**config.mk**
```make
export PLATFORM = sky130hd
export DESIGN_NAME = servo_cmd_parser
export DESIGN_NICKNAME = d
export VERILOG_FILES = /design/src/rtl/servo_cmd_parser.sv
export SDC_FILE = /design/constraint.sdc
export NUM_CORES = 1
export LEC_CHECK = 0
export CAP_MARGIN = 10
export CORE_ASPECT_RATIO = 1.75
export CORE_UTILIZATION = 25
export DETAILED_ROUTE_END_ITERATION = 7
export PLACE_DENSITY = 0.45
export SETUP_SLACK_MARGIN = 0.3
export SKIP_CTS_REPAIR_TIMING = 1
export SYNTH_ARGS = -nofsm -noshare
export SYNTH_HDL_FRONTEND = slang
export SYNTH_SLANG_ARGS = --single-unit
```
**constraint.sdc**
```tcl
create_clock -name clk -period 3.6 [get_ports clk]
set_input_delay 0.9 -clock clk [delete_from_list [all_inputs] [get_ports clk]]
set_output_delay 0.9 -clock clk [all_outputs]
set_load 0.03 [all_outputs]
```
**src/rtl/servo_cmd_parser.sv**
```systemverilog
// Receive-side parser for the "#iiiPppppTtttt!" servo command protocol.
// Converts the decimal fields to binary and emits one validated command or error strobe per frame.
module servo_cmd_parser #(
  parameter int PULSE_MIN      = 500,
  parameter int PULSE_MAX      = 2500,
  parameter int TIMEOUT_CYCLES = 5_000_000
) (
  input  logic        clk,
  input  logic        rst,
  input  logic [7:0]  rx_data,
  input  logic        rx_valid,
  output logic        cmd_valid,
  output logic [9:0]  cmd_id,
  output logic [13:0] cmd_pulse,
  output logic [13:0] cmd_time,
  output logic        cmd_error,
  output logic [1:0]  err_code,
  output logic        busy
);

  typedef enum logic [2:0] {
    S_IDLE, S_ID, S_SEP_P, S_PULSE, S_SEP_T, S_TIME, S_END
  } state_t;

  typedef enum logic [1:0] {
    ERR_BAD_CHAR = 2'd0,
    ERR_ABORT    = 2'd1,
    ERR_TIMEOUT  = 2'd2,
    ERR_RANGE    = 2'd3
  } err_t;

  localparam int            TO_W    = $clog2(TIMEOUT_CYCLES + 1);
  localparam logic [TO_W-1:0] TO_LAST = TO_W'(TIMEOUT_CYCLES - 1);
  localparam logic [13:0]   P_MIN   = 14'(PULSE_MIN);
  localparam logic [13:0]   P_MAX   = 14'(PULSE_MAX);

  localparam logic [7:0] CH_HASH = 8'h23;
  localparam logic [7:0] CH_P    = 8'h50;
  localparam logic [7:0] CH_T    = 8'h54;
  localparam logic [7:0] CH_END  = 8'h21;

  state_t            state_q, state_d;
  logic [1:0]        dcnt_q, dcnt_d;
  logic [9:0]        id_acc_q, id_acc_d;
  logic [13:0]       pulse_acc_q, pulse_acc_d;
  logic [13:0]       time_acc_q, time_acc_d;
  logic [TO_W-1:0]   tcnt_q, tcnt_d;
  logic              valid_d, error_d, load_cmd, bad;
  logic [1:0]        err_code_d;
  logic              is_digit, is_hash;
  logic [3:0]        digit;

  function automatic logic [13:0] mac10(input logic [13:0] acc, input logic [3:0] d);
    return (acc << 3) + (acc << 1) + {10'd0, d};
  endfunction

  assign is_digit = (rx_data >= 8'h30) && (rx_data <= 8'h39);
  assign is_hash  = (rx_data == CH_HASH);
  assign digit    = rx_data[3:0];
  assign busy     = (state_q != S_IDLE);

  // NOTE: every signal written here gets a default first, so no path can infer a latch.
  always_comb begin
    state_d     = state_q;
    dcnt_d      = dcnt_q;
    id_acc_d    = id_acc_q;
    pulse_acc_d = pulse_acc_q;
    time_acc_d  = time_acc_q;
    tcnt_d      = (state_q == S_IDLE) ? '0 : tcnt_q + 1'b1;
    valid_d     = 1'b0;
    error_d     = 1'b0;
    err_code_d  = err_code;
    load_cmd    = 1'b0;
    bad         = 1'b0;

    if (rx_valid) begin
      tcnt_d = '0;
      unique case (state_q)
        S_IDLE: begin
          if (is_hash) begin
            state_d     = S_ID;
            dcnt_d      = '0;
            id_acc_d    = '0;
            pulse_acc_d = '0;
            time_acc_d  = '0;
          end
        end
        S_ID: begin
          if (is_digit) begin
            id_acc_d = 10'(mac10({4'd0, id_acc_q}, digit));
            if (dcnt_q == 2'd2) begin
              state_d = S_SEP_P;
              dcnt_d  = '0;
            end else begin
              dcnt_d = dcnt_q + 2'd1;
            end
          end else begin
            bad = 1'b1;
          end
        end
        S_SEP_P: if (rx_data == CH_P) state_d = S_PULSE; else bad = 1'b1;
        S_PULSE: begin
          if (is_digit) begin
            pulse_acc_d = mac10(pulse_acc_q, digit);
            dcnt_d      = dcnt_q + 2'd1;
            if (dcnt_q == 2'd3) state_d = S_SEP_T;
          end else begin
            bad = 1'b1;
          end
        end
        S_SEP_T: if (rx_data == CH_T) state_d = S_TIME; else bad = 1'b1;
        S_TIME: begin
          if (is_digit) begin
            time_acc_d = mac10(time_acc_q, digit);
            dcnt_d     = dcnt_q + 2'd1;
            if (dcnt_q == 2'd3) state_d = S_END;
          end else begin
            bad = 1'b1;
          end
        end
        S_END: begin
          if (rx_data == CH_END) begin
            state_d = S_IDLE;
            if (pulse_acc_q >= P_MIN && pulse_acc_q <= P_MAX) begin
              valid_d  = 1'b1;
              load_cmd = 1'b1;
            end else begin
              error_d    = 1'b1;
              err_code_d = ERR_RANGE;
            end
          end else begin
            bad = 1'b1;
          end
        end
        default: state_d = S_IDLE;
      endcase

      // A stray '#' mid-frame both reports the abort and starts the new frame.
      if (bad) begin
        error_d = 1'b1;
        if (is_hash) begin
          err_code_d  = ERR_ABORT;
          state_d     = S_ID;
          dcnt_d      = '0;
          id_acc_d    = '0;
          pulse_acc_d = '0;
          time_acc_d  = '0;
        end else begin
          err_code_d = ERR_BAD_CHAR;
          state_d    = S_IDLE;
        end
      end
    end else if (state_q != S_IDLE && tcnt_q == TO_LAST) begin
      error_d    = 1'b1;
      err_code_d = ERR_TIMEOUT;
      state_d    = S_IDLE;
      tcnt_d     = '0;
    end
  end

  // NOTE: sequential state uses non-blocking assignments so all registers update together.
  always_ff @(posedge clk or negedge rst) begin
    if (!rst) begin
      state_q     <= S_IDLE;
      dcnt_q      <= '0;
      id_acc_q    <= '0;
      pulse_acc_q <= '0;
      time_acc_q  <= '0;
      tcnt_q      <= '0;
      cmd_valid   <= 1'b0;
      cmd_error   <= 1'b0;
      err_code    <= '0;
      cmd_id      <= '0;
      cmd_pulse   <= '0;
      cmd_time    <= '0;
    end else begin
      state_q     <= state_d;
      dcnt_q      <= dcnt_d;
      id_acc_q    <= id_acc_d;
      pulse_acc_q <= pulse_acc_d;
      time_acc_q  <= time_acc_d;
      tcnt_q      <= tcnt_d;
      cmd_valid   <= valid_d;
      cmd_error   <= error_d;
      err_code    <= err_code_d;
      if (load_cmd) begin
        cmd_id    <= id_acc_q;
        cmd_pulse <= pulse_acc_q;
        cmd_time  <= time_acc_q;
      end
    end
  end

endmodule

```
==> impl_metrics.tcl <==
set metrics [dict create \
    fp.dieW_um 124.7 \
    cap_violations 0 \
    slowest_stage "fa_1" \
    setup_violations 0 \
    yosysTopAreaCell "dfrtp_1" \
    relSlewSlack_pct 57.37 \
    ir_worst_vdd_v 0.0002467 \
    root_buffer "clkbuf_16" \
    finalWorstSetupSlack_ns 0.4948 \
    die_h_um 216.8 \
    post_synth_most_frequent_cells "108 x dfrtp_1, 67 x nor2_1, 63 x ha_1, 36 x mux2_1" \
    min_path_type "in -> async" \
    gr-total-overflow 0 \
    critPathMaxFanout 3 \
    gp_congestion 0.7954 \
    r2r-start "time_acc_q[2]$_DFFE_PN0P_" \
    clock_sinks 108 \
    rrSetupSlack_ns 0.72 \
    synth_top_area_share_pct 41.02 \
    grt_pass1_vias 5353 \
    fin_util_pct 31.55 \
    synth_most_common_cell "dfrtp_1" \
    antenna_cells 0 \
    ys_types 63 \
    worstMarginPinSlew_ns 0.6345 \
    setup_tns_ns 0 \
    synth.yosys.seq_area_share_pct 41.02 \
    worst_ep_arrival_time_ns 3.36 \
    grt_first_pass_wirelength_um 27410 \
    vias 5027 \
    netlist_area_mm2 0.006589 \
    period_share_pct 86.26 \
    layout_min_cycle_time_ns 3.105 \
    nNetsFinal 795 \
    slew_violations 0 \
    synthArstFlopShare_pct 100.0 \
    cpPeakStageDelay_ns 0.54 \
    synth_area_leaders "dfrtp_1 41%, ha_1 12%, mux2_1 6.2%, a22o_1 3.9%, nor2_1 3.8%" \
    dpl.cell_count 1023 \
    drt-initial-drc-count 165 \
    fill_cells 2621 \
    finalHoldViolCount 0 \
    fin_skew_ns 0.007868 \
    antenna_found_initial 0 \
    initial_core_util_pct 25.48 \
    dieArea_mm2 0.02703 \
    cts_buffers 9 \
    place_ws_ns -0.4337 \
    dpl-instance-area_mm2 0.007760 \
    stdcell_count 1040 \
    syn_inst 630 \
    ys_seq_elements 108 \
    num_rows 78 \
    ctsLongestPathBuffers 2 \
    grt_usage_pct 12.92 \
    synth-main-ff-cell "dfrtp_1" \
    dp_hpwl_um 12640 \
    wl_per_cell_um 15.81 \
    pwr_density_cell_mw_per_mm2 433.8 \
    status "finished clean" \
    synth_edf_count 0 \
    core_mm2 0.02586 \
    io_pins 54 \
    tritoncts "built" \
    first_pass_iters 4 \
    drive_above_1_share_pct 10.56 \
    port_buffers 53 \
    routed_wl_um 16440 \
    cp_cell_sequence "clkbuf_2 > clkinvlp_4 > fa_1 > inv_1 > ha_1 > a211oi_2 > nor2_1 > o41a_1 > a221oi_2 > xnor2_1 > a22o_1" \
    viasPerCell 4.834 \
    htreeDepth 3 \
    fmax_mhz 322.0 \
    worstSetupPathType "in -> reg" \
    p_leak_uw 0.003850 \
    crit_path_end_kind "flop" \
    area_growth_syn_to_layout_pct 23.85 \
    multi_input_area_mm2 0.003710 \
    reg2regPathDepth 10 \
    grt_max_degree 68 \
    crit_required_ns 3.86 \
    syn_avg_cell_area_um2 10.46 \
    synth_warnings 0 \
    cp-start-kind "primary input" \
    clock_latency_ns 0.37 \
    fin_area_mm2 0.008160 \
    timing.rr.end "time_acc_q[9]$_DFFE_PN0P_" \
    rsz0062_at_grt "false" \
    synth_nets 710 \
    clk_pin_slew_ns 0.07 \
    seq_area_mm2 0.002703 \
    ant_nets 0 \
    drc 0 \
]
==> layout by cell type, fill, tap and decap left out, types with 24 or more instances in the layout <==
cell	instances
nor2_1	67
buf_4	37
clkdlybuf4s50_1	49
a22o_1	29
mux2_1	36
ha_1	63
inv_1	28
nand2_1	29
dfrtp_1	108
xnor2_1	24
==> cell families (layout without fill, tap and decap cells) <==
group,count (synthesis),count (layout),synth area share (%)
AOI/OAI and AO/OA,133,133,14.87
xor gates and xnor gates,42,42,5.583
adders and majority gates,69,69,13.79
buffers and inverters,48,138,3.247
DFF,108,108,41.02
muxes,40,40,6.760
and+or+nand+nor,190,190,14.74
==> state kept, by name, indices dropped and copies added (netlist names) <==
name / flops
tcnt_q: 23
cmd_pulse: 14
cmd_time: 14
pulse_acc_q: 14
time_acc_q: 14
cmd_id: 10
id_acc_q: 10
state_q: 3
dcnt_q: 2
err_code: 2
cmd_error: 1
cmd_valid: 1
==> worst max-delay path by stage <==
| stage | slack, ns | cells after the start | end | from |
|---|---|---|---|---|
| 2_1_floorplan | 0.31 | 9 | time_acc_q[12]$_DFFE_PN0P_ | rx_data[3] |
| 3_3_place_gp | -0.40 | 11 | pulse_acc_q[11]$_DFFE_PN0P_ | rx_data[3] |
| 3_5_place_dp | -0.43 | 10 | time_acc_q[12]$_DFFE_PN0P_ | rx_data[3] |
| 4_1_cts | -0.02 | 11 | pulse_acc_q[11]$_DFFE_PN0P_ | rx_data[3] |
| 5_1_grt | 0.38 | 11 | pulse_acc_q[11]$_DFFE_PN0P_ | rx_data[3] |
| 6_report | 0.49 | 11 | pulse_acc_q[11]$_DFFE_PN0P_ | rx_data[3] |
==> power by group <==
part / internal [µW] / switching, µW
clock: 752 / 470
sequential: 1290 / 101
combinational: 398 / 531
==> worst max-delay path, delay by kind of cell <==
kind | cells | cell delay (ns)
AND/OR/NAND/NOR | 1 | 0.10
buffers and inverters | 3 | 0.29
adder cells (fa/ha/maj) | 2 | 0.85
AO/OA/AOI/OAI | 4 | 1.12
XOR/XNOR | 1 | 0.09
==> stage by stage <==
step	power (µW)	hold WS (ns)
floorplan	2035	0.4549
global placement	2351	0.4683
detailed placement	2349	0.4737
CTS	3604	0.3699
global route	3758	0.3875
finish	3540	0.3836
==> per-layer routing <==
layer | up-vias | GRT usage (%) | wire [µm]
li1 | 2466 | - | -
met4 | 0 | 6.305 | 430
met3 | 25 | 2.286 | 450
met2 | 82 | 23.81 | 8880
met5 | - | 0 | 0
met1 | 2454 | 14.11 | 6677
==> layout make-up <==
cell class | instances | area share [%]
Multi-Input combinational cell | 474 | 45.46
Timing Repair Buffer | 93 | 10.66
Inverter | 29 | 1.380
Clock buffer | 10 | 2.806
Tap cell | 320 | 4.906
Clock inverter | 6 | 1.671
Sequential cell | 108 | 33.12
Note: power is estimated with default switching activity, not from simulation.
